## src/rtl/psram_cmd_scheduler.sv

```systemverilog
// psram_cmd_scheduler: queues UART read/write commands and issues them one at a time to the PSRAM controller, relaying read data to the UART transmitter.
// Latency: a command accepted at edge N into an empty queue while idle gives psram_start in the cycle after edge N+2.
// Backpressure: cmd_ready = !full (occupancy only); the sequencer stalls on psram_done (bounded by TIMEOUT_CYCLES) and on tx_busy.
// Ports: cmd_* from the UART parser; psram_* handshake with the PSRAM controller; tx_* to the UART transmitter;
//        err_cmd (illegal op pulse), timeout_err (sticky), fifo_level (queue occupancy).
module psram_cmd_scheduler #(
    parameter int FIFO_DEPTH     = 4,
    parameter int ADDR_WIDTH     = 23,
    parameter int DATA_WIDTH     = 16,
    parameter int TIMEOUT_CYCLES = 1024
) (
    input  logic                        clk_PSRAM,
    input  logic                        rst_n,
    input  logic                        cmd_valid,
    output logic                        cmd_ready,
    input  logic [1:0]                  cmd_rw,
    input  logic [ADDR_WIDTH-1:0]       cmd_addr,
    input  logic [DATA_WIDTH-1:0]       cmd_data,
    output logic                        psram_start,
    output logic [1:0]                  psram_read_write,
    output logic [ADDR_WIDTH-1:0]       psram_address,
    output logic [DATA_WIDTH-1:0]       psram_data_in,
    input  logic                        psram_done,
    input  logic [DATA_WIDTH-1:0]       psram_data_out,
    output logic                        tx_send,
    output logic [DATA_WIDTH-1:0]       tx_msg,
    input  logic                        tx_busy,
    output logic                        err_cmd,
    output logic                        timeout_err,
    output logic [$clog2(FIFO_DEPTH):0] fifo_level
);

    localparam int PTR_W = $clog2(FIFO_DEPTH);
    localparam int LVL_W = PTR_W + 1;
    localparam int CNT_W = (TIMEOUT_CYCLES > 2) ? $clog2(TIMEOUT_CYCLES) : 1;
    localparam logic [1:0] OP_WRITE = 2'd1;
    localparam logic [1:0] OP_READ  = 2'd2;

    typedef struct packed {
        logic [1:0]            rw;
        logic [ADDR_WIDTH-1:0] addr;
        logic [DATA_WIDTH-1:0] data;
    } cmd_t;

    typedef enum logic [2:0] {
        S_IDLE,
        S_ISSUE,
        S_WAIT_DONE,
        S_SEND_TX,
        S_WAIT_TX
    } state_t;

    state_t                state_q, state_d;
    cmd_t                  mem_q [FIFO_DEPTH];
    cmd_t                  mem_d [FIFO_DEPTH];
    logic [PTR_W-1:0]      wr_ptr_q, wr_ptr_d;
    logic [PTR_W-1:0]      rd_ptr_q, rd_ptr_d;
    logic [LVL_W-1:0]      level_q, level_d;
    cmd_t                  issued_q, issued_d;
    logic                  start_q, start_d;
    logic                  tx_send_q, tx_send_d;
    logic [DATA_WIDTH-1:0] tx_msg_q, tx_msg_d;
    logic                  err_cmd_q, err_cmd_d;
    logic                  timeout_err_q, timeout_err_d;
    logic [CNT_W-1:0]      cnt_q, cnt_d;
    logic                  tx_first_q, tx_first_d;

    logic full, empty, accept, legal, push, pop;

    // Acceptance looks only at occupancy, so a full queue refuses even when it pops this cycle.
    always_comb begin
        full   = (level_q == LVL_W'(FIFO_DEPTH));
        empty  = (level_q == '0);
        accept = cmd_valid && !full;
        legal  = (cmd_rw == OP_WRITE) || (cmd_rw == OP_READ);
        push   = accept && legal;
        pop    = (state_q == S_IDLE) && !empty;
    end

    always_comb begin
        state_d       = state_q;
        mem_d         = mem_q;
        wr_ptr_d      = wr_ptr_q;
        rd_ptr_d      = rd_ptr_q;
        level_d       = level_q;
        issued_d      = issued_q;
        start_d       = 1'b0;
        tx_send_d     = 1'b0;
        tx_msg_d      = tx_msg_q;
        err_cmd_d     = accept && !legal;
        timeout_err_d = timeout_err_q;
        cnt_d         = cnt_q;
        tx_first_d    = tx_first_q;

        if (push) begin
            mem_d[wr_ptr_q] = {cmd_rw, cmd_addr, cmd_data};
            wr_ptr_d        = wr_ptr_q + PTR_W'(1);
        end
        if (pop) begin
            rd_ptr_d = rd_ptr_q + PTR_W'(1);
        end
        case ({push, pop})
            2'b10:   level_d = level_q + LVL_W'(1);
            2'b01:   level_d = level_q - LVL_W'(1);
            default: level_d = level_q;
        endcase

        case (state_q)
            S_IDLE: begin
                if (!empty) begin
                    issued_d = mem_q[rd_ptr_q];
                    state_d  = S_ISSUE;
                end
            end
            S_ISSUE: begin
                start_d = 1'b1;
                cnt_d   = '0;
                state_d = S_WAIT_DONE;
            end
            S_WAIT_DONE: begin
                cnt_d = cnt_q + CNT_W'(1);
                // Completion takes priority over a timeout landing in the same cycle.
                if (psram_done) begin
                    if (issued_q.rw == OP_READ) begin
                        tx_msg_d = psram_data_out;
                        state_d  = S_SEND_TX;
                    end else begin
                        state_d = S_IDLE;
                    end
                end else if (cnt_q == CNT_W'(TIMEOUT_CYCLES - 1)) begin
                    timeout_err_d = 1'b1;
                    state_d       = S_IDLE;
                end
            end
            S_SEND_TX: begin
                if (!tx_busy) begin
                    tx_send_d  = 1'b1;
                    tx_first_d = 1'b1;
                    state_d    = S_WAIT_TX;
                end
            end
            S_WAIT_TX: begin
                // The transmitter raises busy one cycle after tx_send, so the first cycle's busy is meaningless.
                if (tx_first_q) begin
                    tx_first_d = 1'b0;
                end else if (!tx_busy) begin
                    state_d = S_IDLE;
                end
            end
            default: state_d = S_IDLE;
        endcase
    end

    always_ff @(posedge clk_PSRAM or negedge rst_n) begin
        if (!rst_n) begin
            state_q       <= S_IDLE;
            for (int i = 0; i < FIFO_DEPTH; i++) begin
                mem_q[i] <= '0;
            end
            wr_ptr_q      <= '0;
            rd_ptr_q      <= '0;
            level_q       <= '0;
            issued_q      <= '0;
            start_q       <= 1'b0;
            tx_send_q     <= 1'b0;
            tx_msg_q      <= '0;
            err_cmd_q     <= 1'b0;
            timeout_err_q <= 1'b0;
            cnt_q         <= '0;
            tx_first_q    <= 1'b0;
        end else begin
            state_q       <= state_d;
            mem_q         <= mem_d;
            wr_ptr_q      <= wr_ptr_d;
            rd_ptr_q      <= rd_ptr_d;
            level_q       <= level_d;
            issued_q      <= issued_d;
            start_q       <= start_d;
            tx_send_q     <= tx_send_d;
            tx_msg_q      <= tx_msg_d;
            err_cmd_q     <= err_cmd_d;
            timeout_err_q <= timeout_err_d;
            cnt_q         <= cnt_d;
            tx_first_q    <= tx_first_d;
        end
    end

    assign cmd_ready        = !full;
    assign psram_start      = start_q;
    assign psram_read_write = issued_q.rw;
    assign psram_address    = issued_q.addr;
    assign psram_data_in    = issued_q.data;
    assign tx_send          = tx_send_q;
    assign tx_msg           = tx_msg_q;
    assign err_cmd          = err_cmd_q;
    assign timeout_err      = timeout_err_q;
    assign fifo_level       = level_q;

endmodule

```

## config.mk

```make
export PLATFORM = sky130hd
export DESIGN_NAME = psram_cmd_scheduler
export DESIGN_NICKNAME = d
export VERILOG_FILES = /design/src/rtl/psram_cmd_scheduler.sv
export SDC_FILE = /design/constraint.sdc
export NUM_CORES = 1
export LEC_CHECK = 0
export BUFFER_PORTS_ARGS = -buffer_cell sky130_fd_sc_hd__buf_4
export CAP_MARGIN = 20
export CORE_UTILIZATION = 56
export CTS_CLUSTER_DIAMETER = 120
export DETAILED_ROUTE_END_ITERATION = 8
export PLACE_DENSITY = 0.73
export SYNTH_ARGS = -nofsm -noshare
export SYNTH_HDL_FRONTEND = slang
export SYNTH_SLANG_ARGS = --single-unit
```

## constraint.sdc

```tcl
create_clock -name clk_PSRAM -period 6.98 [get_ports clk_PSRAM]
set_input_delay 0.698 -clock clk_PSRAM [delete_from_list [all_inputs] [get_ports clk_PSRAM]]
set_output_delay 0.698 -clock clk_PSRAM [all_outputs]
set_load 0.01 [all_outputs]
```

==> results_dict.tcl, run 1 <==
set metrics [dict create \
    outcome "complete, no violations" \
    hold_viol_final 0 \
    syn-cell-area_um2 10600 \
    yosys.area.top_type "dfrtp_1" \
    period_needed_ns 2.53 \
    htree_levels 1 \
    cts_sinks 246 \
    rows 49 \
    use_met3 0.0437 \
    synth_cell_type_count 40 \
    hp-class "in2async" \
    yosysMostFrequentCell "dfrtp_1" \
    grt_util_all_layers 0.217 \
    antenna_found_initial 0 \
    synthCells 639 \
    core_area_um2 18300 \
    cts_tree "done" \
    first_iter_violations 200 \
    nets 828 \
    die_h_um 140 \
    critical_path_class "reg2reg" \
    period_share 0.363 \
    area_growth_pct 17.5 \
    drt_first_pass_iters 4 \
    powerDensity_nw_per_um2 492 \
    worstRegToRegCells 5 \
    dieArea_um2 19500 \
    port_buffers 126 \
    max_stage_delay_ns 0.61 \
    yosys_warnings 0 \
    ios 127 \
    seq_area_frac_synth 0.580 \
    critPathLaunchType "flop" \
    cp_top_family "simple AND/OR/NAND/NOR gates" \
    combPwrFrac 0.357 \
    die_w_um 140 \
    globalRouteOverflowTotal 0 \
    timing.hold.ws_ns 0.223 \
    cts_made_buffers 26 \
    synthTopCellsByArea "dfrtp_1 (58%), mux2_2 (23%), mux4_2 (8.7%)" \
    cts_setup_buffers 0 \
    synthSimpleGateAreaFrac 0.0281 \
    synth_fp_nets 708 \
    clockRootBuffer "clkbuf_16" \
    path_cells "nor3_1, nor2b_4, ha_1, fa_1, mux2_2" \
    path_buf_inv 0 \
    start_util 0.581 \
    leakagePower_nw 5.62 \
    ys_ff_latch 246 \
    grtUsageMet1 0.288 \
    fin_skew_ns 0.0111 \
    clk_pin_slew_worst_paths_ns 0.06 \
    routed_wl_um 20300 \
    synth_top_family_by_area "multiplexers" \
    cts_resized 0 \
    p_int_mw 4.35 \
    ant_nets 0 \
    synthMuxAreaShare 0.332 \
    utilization 0.682 \
    met2_usage 0.367 \
    wire_per_inst_um 20.2 \
    synth_compound_area_frac 0.0127 \
    dp_hpwl_um 12400 \
    synth-xor-area-share 0.00755 \
    synth-edff-count 0 \
    arrival_ns 2.93 \
    r2r_start "state_q[1]" \
    via_per_inst 5.80 \
    cts_hold_buf 0 \
    antenna_cells 0 \
    maxSlewViolCount 0 \
    r2r_end "fifo_level[1]" \
    switching_share 0.292 \
    cp_data_required_time_ns 7.38 \
    setup_tns_ns 0 \
    yosysTopAreaCellShare 0.580 \
    seqPwrFrac 0.425 \
    clock_latency_ns 0.52 \
    synth_commonest_cells "dfrtp_1 (246), mux2_2 (213), mux4_2 (41)" \
    drc 0 \
    ys.flop_type "dfrtp_1" \
    clk_path_buf_depth 3 \
    place.gp.congestion 0.754 \
    syn_avg_cell_area_um2 16.6 \
    worstMarginPinSlew_ns 0.994 \
    vdd_drop_max_uv 294 \
    routed-via-count 5832 \
    max_slew_margin 0.336 \
    synthAdderAreaFrac 0.00897 \
    crit_fanout 17 \
    rsz0062_at_grt "false" \
    synthArstFlopShare 1.00 \
    p_total_mw 6.14 \
    p_switching_mw 1.79 \
    clockPowerShare 0.218 \
    gr-max-usage-layer "met2" \
    drive_above_1_share 0.562 \
    grt_max_degree 119 \
    rrSetupSlack_ns 4.45 \
    clock.fmax_mhz 395 \
    grt_pass1_vias 6366 \
    cpMaxStageDelayCell "nor2b_4" \
    maxCapViolCount 0 \
    worst_setup_path_end_kind "flop" \
    grt_first_pass_wirelength_um 33400 \
    finalSetupViolCount 0 \
]
==> cell families after synthesis <==
| family | Yosys count |
|---|---|
| muxes | 270 |
| DFF | 246 |
| buffers and inverters | 49 |
| and+or+nand+nor | 42 |
| AOI/OAI and AO/OA | 18 |
| xor gates and xnor gates | 7 |
| adders and majority gates | 7 |
==> worst max-delay path by stage <==
stage | from | endpoint | cells past startpoint
3_5_place_dp | cmd_rw[1] | mem_q[76] | 4
6_report | state_q[1] | fifo_level[1] | 5
5_1_grt | state_q[1] | fifo_level[1] | 5
2_1_floorplan | cmd_rw[1] | fifo_level[2] | 7
3_3_place_gp | cmd_rw[0] | mem_q[8] | 4
4_1_cts | state_q[2] | fifo_level[1] | 5
==> power by group through the flow <==
stage                     clock network [mW]  logic [mW]  registers (mW)
final                                   1.34        2.19            2.61
after global routing                    1.42        2.36            2.71
after CTS                               1.37        2.23            2.62
after detailed placement                   0        2.22            2.64
after global placement                     0        2.09            2.61
after floorplan                            0        1.63            2.48
==> area by class of cell <==
cell class	count	area (um^2)
inverters	11	41.3
clock buffers	43	806
flip-flops and latches	246	6160
multi-input cells	344	4130
repair buffers	130	996
well taps	229	287
clock inverters	2	35.0
fillers	1270	5810
==> layout by cell type, fill, tap and decap left out, drive strengths merged, types with 2 or more instances in the layout <==
cell | Yosys | layout
dfrtp | 246 | 246
nand4 | 6 | 6
mux4 | 41 | 41
o21bai | 2 | 2
o21ai | 3 | 3
nor4 | 2 | 2
nor2 | 3 | 3
nand2b | 2 | 2
o311ai | 3 | 3
mux2 | 221 | 221
and3b | 2 | 2
nand2 | 8 | 8
mux2i | 8 | 8
nand3 | 6 | 6
inv | 11 | 11
buf | 28 | 130
nor3 | 5 | 5
o41ai | 3 | 3
xor2 | 4 | 4
or3b | 3 | 3
xnor2 | 3 | 3
o31ai | 2 | 2
nor3b | 2 | 2
a21o | 2 | 2
clkbuf | 10 | 43
ha | 6 | 6
==> worst register-to-register path, cell delays in order (launching register included) <==
cell and delay [ns]:
dfrtp_1 0.47, nor3_1 0.32, nor2b_4 0.61, ha_1 0.32, fa_1 0.43, mux2_2 0.27
==> layer usage <==
layer / routed length (um) / part of all wire / up-vias
met1: 8680 / 0.43 / 3061
met5: 0 / 0 / -
met2: 10100 / 0.50 / 136
met4: 533 / 0.026 / 0
met3: 984 / 0.048 / 40
li1: - / - / 2595
==> metrics by stage <==
step                setup WS (ns)  area [um^2]  instances
finish                       4.45        12500       1005
global route                 4.22        12500       1005
CTS                          4.39        12500       1005
detailed placement           4.20        11600        960
global placement             4.23        11600        959
floorplan                    4.67        10600        639
==> flip-flops by register name, summed over array words and instances (netlist names), 2 cells and up <==
register and count:
psram_read_write 2, cnt_q 10, wr_ptr_q 2, state_q 3
mem_q 164, fifo_level 3, psram_address 23, tx_msg 16
rd_ptr_q 2, psram_data_in 16
(Power assumes the default switching activity.)
==> run 2, diff against run 1 <==
--- a/config.mk
+++ b/config.mk
@@ -5,6 +5,7 @@
 export SDC_FILE = /design/constraint.sdc
 export NUM_CORES = 1
 export LEC_CHECK = 0
+export ABC_AREA = 1
 export BUFFER_PORTS_ARGS = -buffer_cell sky130_fd_sc_hd__buf_4
 export CAP_MARGIN = 20
 export CORE_UTILIZATION = 56
==> constraint.sdc (replaced) <==
create_clock -name clk_PSRAM -period 2.4 [get_ports clk_PSRAM]
set_input_delay 0.24 -clock clk_PSRAM [delete_from_list [all_inputs] [get_ports clk_PSRAM]]
set_output_delay 0.24 -clock clk_PSRAM [all_outputs]
set_load 0.01 [all_outputs]
==> run 2 against run 1 <==
Effect of this change:
- global-route usage rose by 4.2 points
- sequential share of layout area fell by 0.83 points
- final cell count rose by 56%
- first-iteration DRC count rose to 2.7 times the previous value
- sequential power rose to 2.7 times the previous value
- critical path depth rose by 4
- synthesized cell count rose by 87%
- area after synthesis fell by 2.4%
- combinational power rose to 2.9 times the previous value
- cell area rose by 1.7%
- power rose to 2.8 times the previous value
- non-clock buffer count rose by 43
- critical path type unchanged
- critical endpoint is now fifo_level[2]
- largest cell class unchanged
- highest routed layer unchanged
==> results_dict.tcl, run 2 <==
set metrics [dict create \
    antenna_found_initial 0 \
    synth_commonest_cells "o21ai_0 (258), dfrtp_1 (246), nand2_1 (246)" \
    crit_fanout 4 \
    cp_data_required_time_ns 2.80 \
    dieArea_um2 19000 \
    top_register "mem_q" \
    clock.fmax_mhz 478 \
    synth_fp_nets 1264 \
    synthAdderAreaFrac 0.00919 \
    synthMuxAreaShare 0.00109 \
    cts_resized 0 \
    dp_hpwl_um 14400 \
    cts_made_buffers 26 \
    grt_pass1_vias 7801 \
    ant_nets 0 \
    rrSetupSlack_ns 0.31 \
    fill_cells 1440 \
    critPathLaunchType "flop" \
    maxSlewViolCount 0 \
    worst_setup_path_end_kind "flop" \
    syn_avg_cell_area_um2 8.66 \
    clockRootBuffer "clkbuf_16" \
    worstMarginPinSlew_ns 0.926 \
    period_share 0.873 \
    globalRouteOverflowTotal 0 \
    maxCapViolCount 0 \
    r2r_end "fifo_level[2]" \
    drive_above_1_share 0.151 \
    vdd_drop_max_uv 885 \
    die_h_um 138 \
    powerDensity_nw_per_um2 1370 \
    synth_cell_type_count 26 \
    synth_compound_area_frac 0.154 \
    yosys.area.top_type "dfrtp_1" \
    grt_util_all_layers 0.259 \
    routed-via-count 8331 \
    die_w_um 138 \
    setup_tns_ns 0 \
    wire_per_inst_um 15.2 \
    cts_tree "done" \
    area_growth_pct 22.4 \
    place_area_um2 11600 \
    synthCells 1195 \
    finalSetupViolCount 0 \
    ios 127 \
    core_area_um2 18000 \
    period_needed_ns 2.09 \
    min-delay-start "cmd_addr[19]" \
    final_common_cell "o21ai_0" \
    drt_first_pass_iters 4 \
    cts_sinks 246 \
    worstRegToRegCells 9 \
    largest_reg_flops 164 \
    synthSimpleGateAreaFrac 0.183 \
    via_per_inst 5.31 \
    rsz0062_at_grt "false" \
    synth_top_family_by_area "simple AND/OR/NAND/NOR gates" \
    synthTopCellsByArea "dfrtp_1 (59%), o21ai_0 (12%), nand2_1 (8.9%)" \
    leakagePower_nw 6.24 \
    drc 0 \
    antenna_cells 0 \
    critical_path_class "reg2reg" \
    rows 49 \
    final_area_um2 12700 \
    htree_levels 1 \
    yosysMostFrequentCell "o21ai_0" \
    outcome "complete, no violations" \
    nets 1395 \
    port_buffers 126 \
    place_ws_ns 0.328 \
    synth-xor-area-share 0.00496 \
    fin_skew_ns 0.00950 \
    clk_pin_slew_worst_paths_ns 0.06 \
    seq_area_frac_synth 0.595 \
    grt_max_degree 84 \
    arrival_ns 2.49 \
    clock_latency_ns 0.52 \
    first_iter_violations 534 \
    final_cell_mix "o21ai_0 (258), nand2_1 (246), dfrtp_1 (244)" \
    synth-edff-count 0 \
    clk_path_buf_depth 3 \
    ys.flop_type "dfrtp_1" \
    dp_cells 1507 \
    synthArstFlopShare 1.00 \
    hp-class "in2reg" \
    routed_wl_um 23800 \
    worst_slack_ns 0.306 \
    yosysTopAreaCellShare 0.595 \
    worstHoldPathCells 3 \
    yosys_warnings 0 \
    grt_first_pass_wirelength_um 38800 \
    ys_ff_latch 246 \
    hold_viol_final 0 \
    syn-cell-area_um2 10300 \
    fin_cells 1570 \
    place.gp.congestion 0.762 \
    start_util 0.574 \
    p_total_mw 17.3 \
    r2r_start "fifo_level[0]" \
    min_to "mem_q[117]" \
    max_slew_margin 0.383 \
]
[run 2: cell count changes in the layout (fill, tap and decap cells not counted), sizes merged, moves of 6 or more]
cell / before / now
nand4: 6 / 0
nor2: 3 / 222
o21ai: 3 / 258
nand3: 6 / 18
a31oi: 1 / 40
inv: 11 / 68
mux4: 41 / 0
mux2: 221 / 1
buf: 130 / 153
mux2i: 8 / 0
nand2: 8 / 247
dlygate4sd3: 0 / 20
[run 2: how the worst max path moves through the flow]
stage                        startpoint             to  slack [ns]  depth (start not counted)
after detailed placement  fifo_level[0]  fifo_level[2]        0.33                          9
after global routing      fifo_level[0]  fifo_level[2]        0.15                          9
after floorplan           fifo_level[0]  fifo_level[2]        0.15                         11
after global placement    fifo_level[0]  fifo_level[2]        0.41                          9
after CTS                 fifo_level[0]  fifo_level[2]        0.32                          9
final                     fifo_level[0]  fifo_level[2]        0.31                          9
[run 2: logic make-up (layout without fill, tap and decap cells)]
kind of cell,count (synthesis),count (layout)
simple gates,490,490
compound gates,306,306
flops,246,246
buf+inv,140,286
fa+ha+maj,7,7
xor+xnor,5,5
mux,1,1
[run 2: critical path, cell delays in order (launching register included)]
cell     delay, ns
dfrtp_1       0.43
nor2_1        0.23
nand2_1       0.14
nand2_1       0.13
inv_2         0.04
ha_1          0.21
fa_1          0.40
a21oi_1       0.13
o21ai_0       0.12
xor2_1        0.15
[run 2: repair_timing]
action,in CTS,in global routing
setup buffers,0,0
hold endpoints to repair,100,0
hold buffers,20,0
endpoints found under the setup margin,0,0
[run 2: final cells by class]
cell class	count	area, um^2	area share
flip-flops and latches	246	6160	0.486
multi-input cells	809	3670	0.290
repair buffers	173	1470	0.116
clock buffers	39	771	0.0609
well taps	229	287	0.0226
inverters	70	263	0.0207
clock inverters	4	45.0	0.00356
[run 2: routing by layer]
layer,global-route usage,vias up,wire length (um),part of all wire
met5,0,-,0,0
met4,0.0737,0,450,0.019
met3,0.0344,34,1150,0.048
met2,0.439,183,11400,0.48
met1,0.351,3976,10900,0.46
li1,-,4138,-,-
[run 2: where the power goes]
part / internal [mW] / leakage, nW / switching, mW
Combinational: 2.62 / 2.77 / 3.78
Clock: 2.30 / 0.403 / 1.54
Sequential: 6.06 / 3.07 / 1.04
Total: 11.0 / 6.24 / 6.36
[run 2: through the flow]
stage | hold slack (ns) | util
2_1_floorplan | -0.0556 | -
3_5_place_dp | 0.282 | 0.646
4_1_cts | 0.0125 | 0.703
3_3_place_gp | 0.278 | 0.646
5_1_grt | 0.0399 | 0.703
6_report | 0.0255 | 0.703
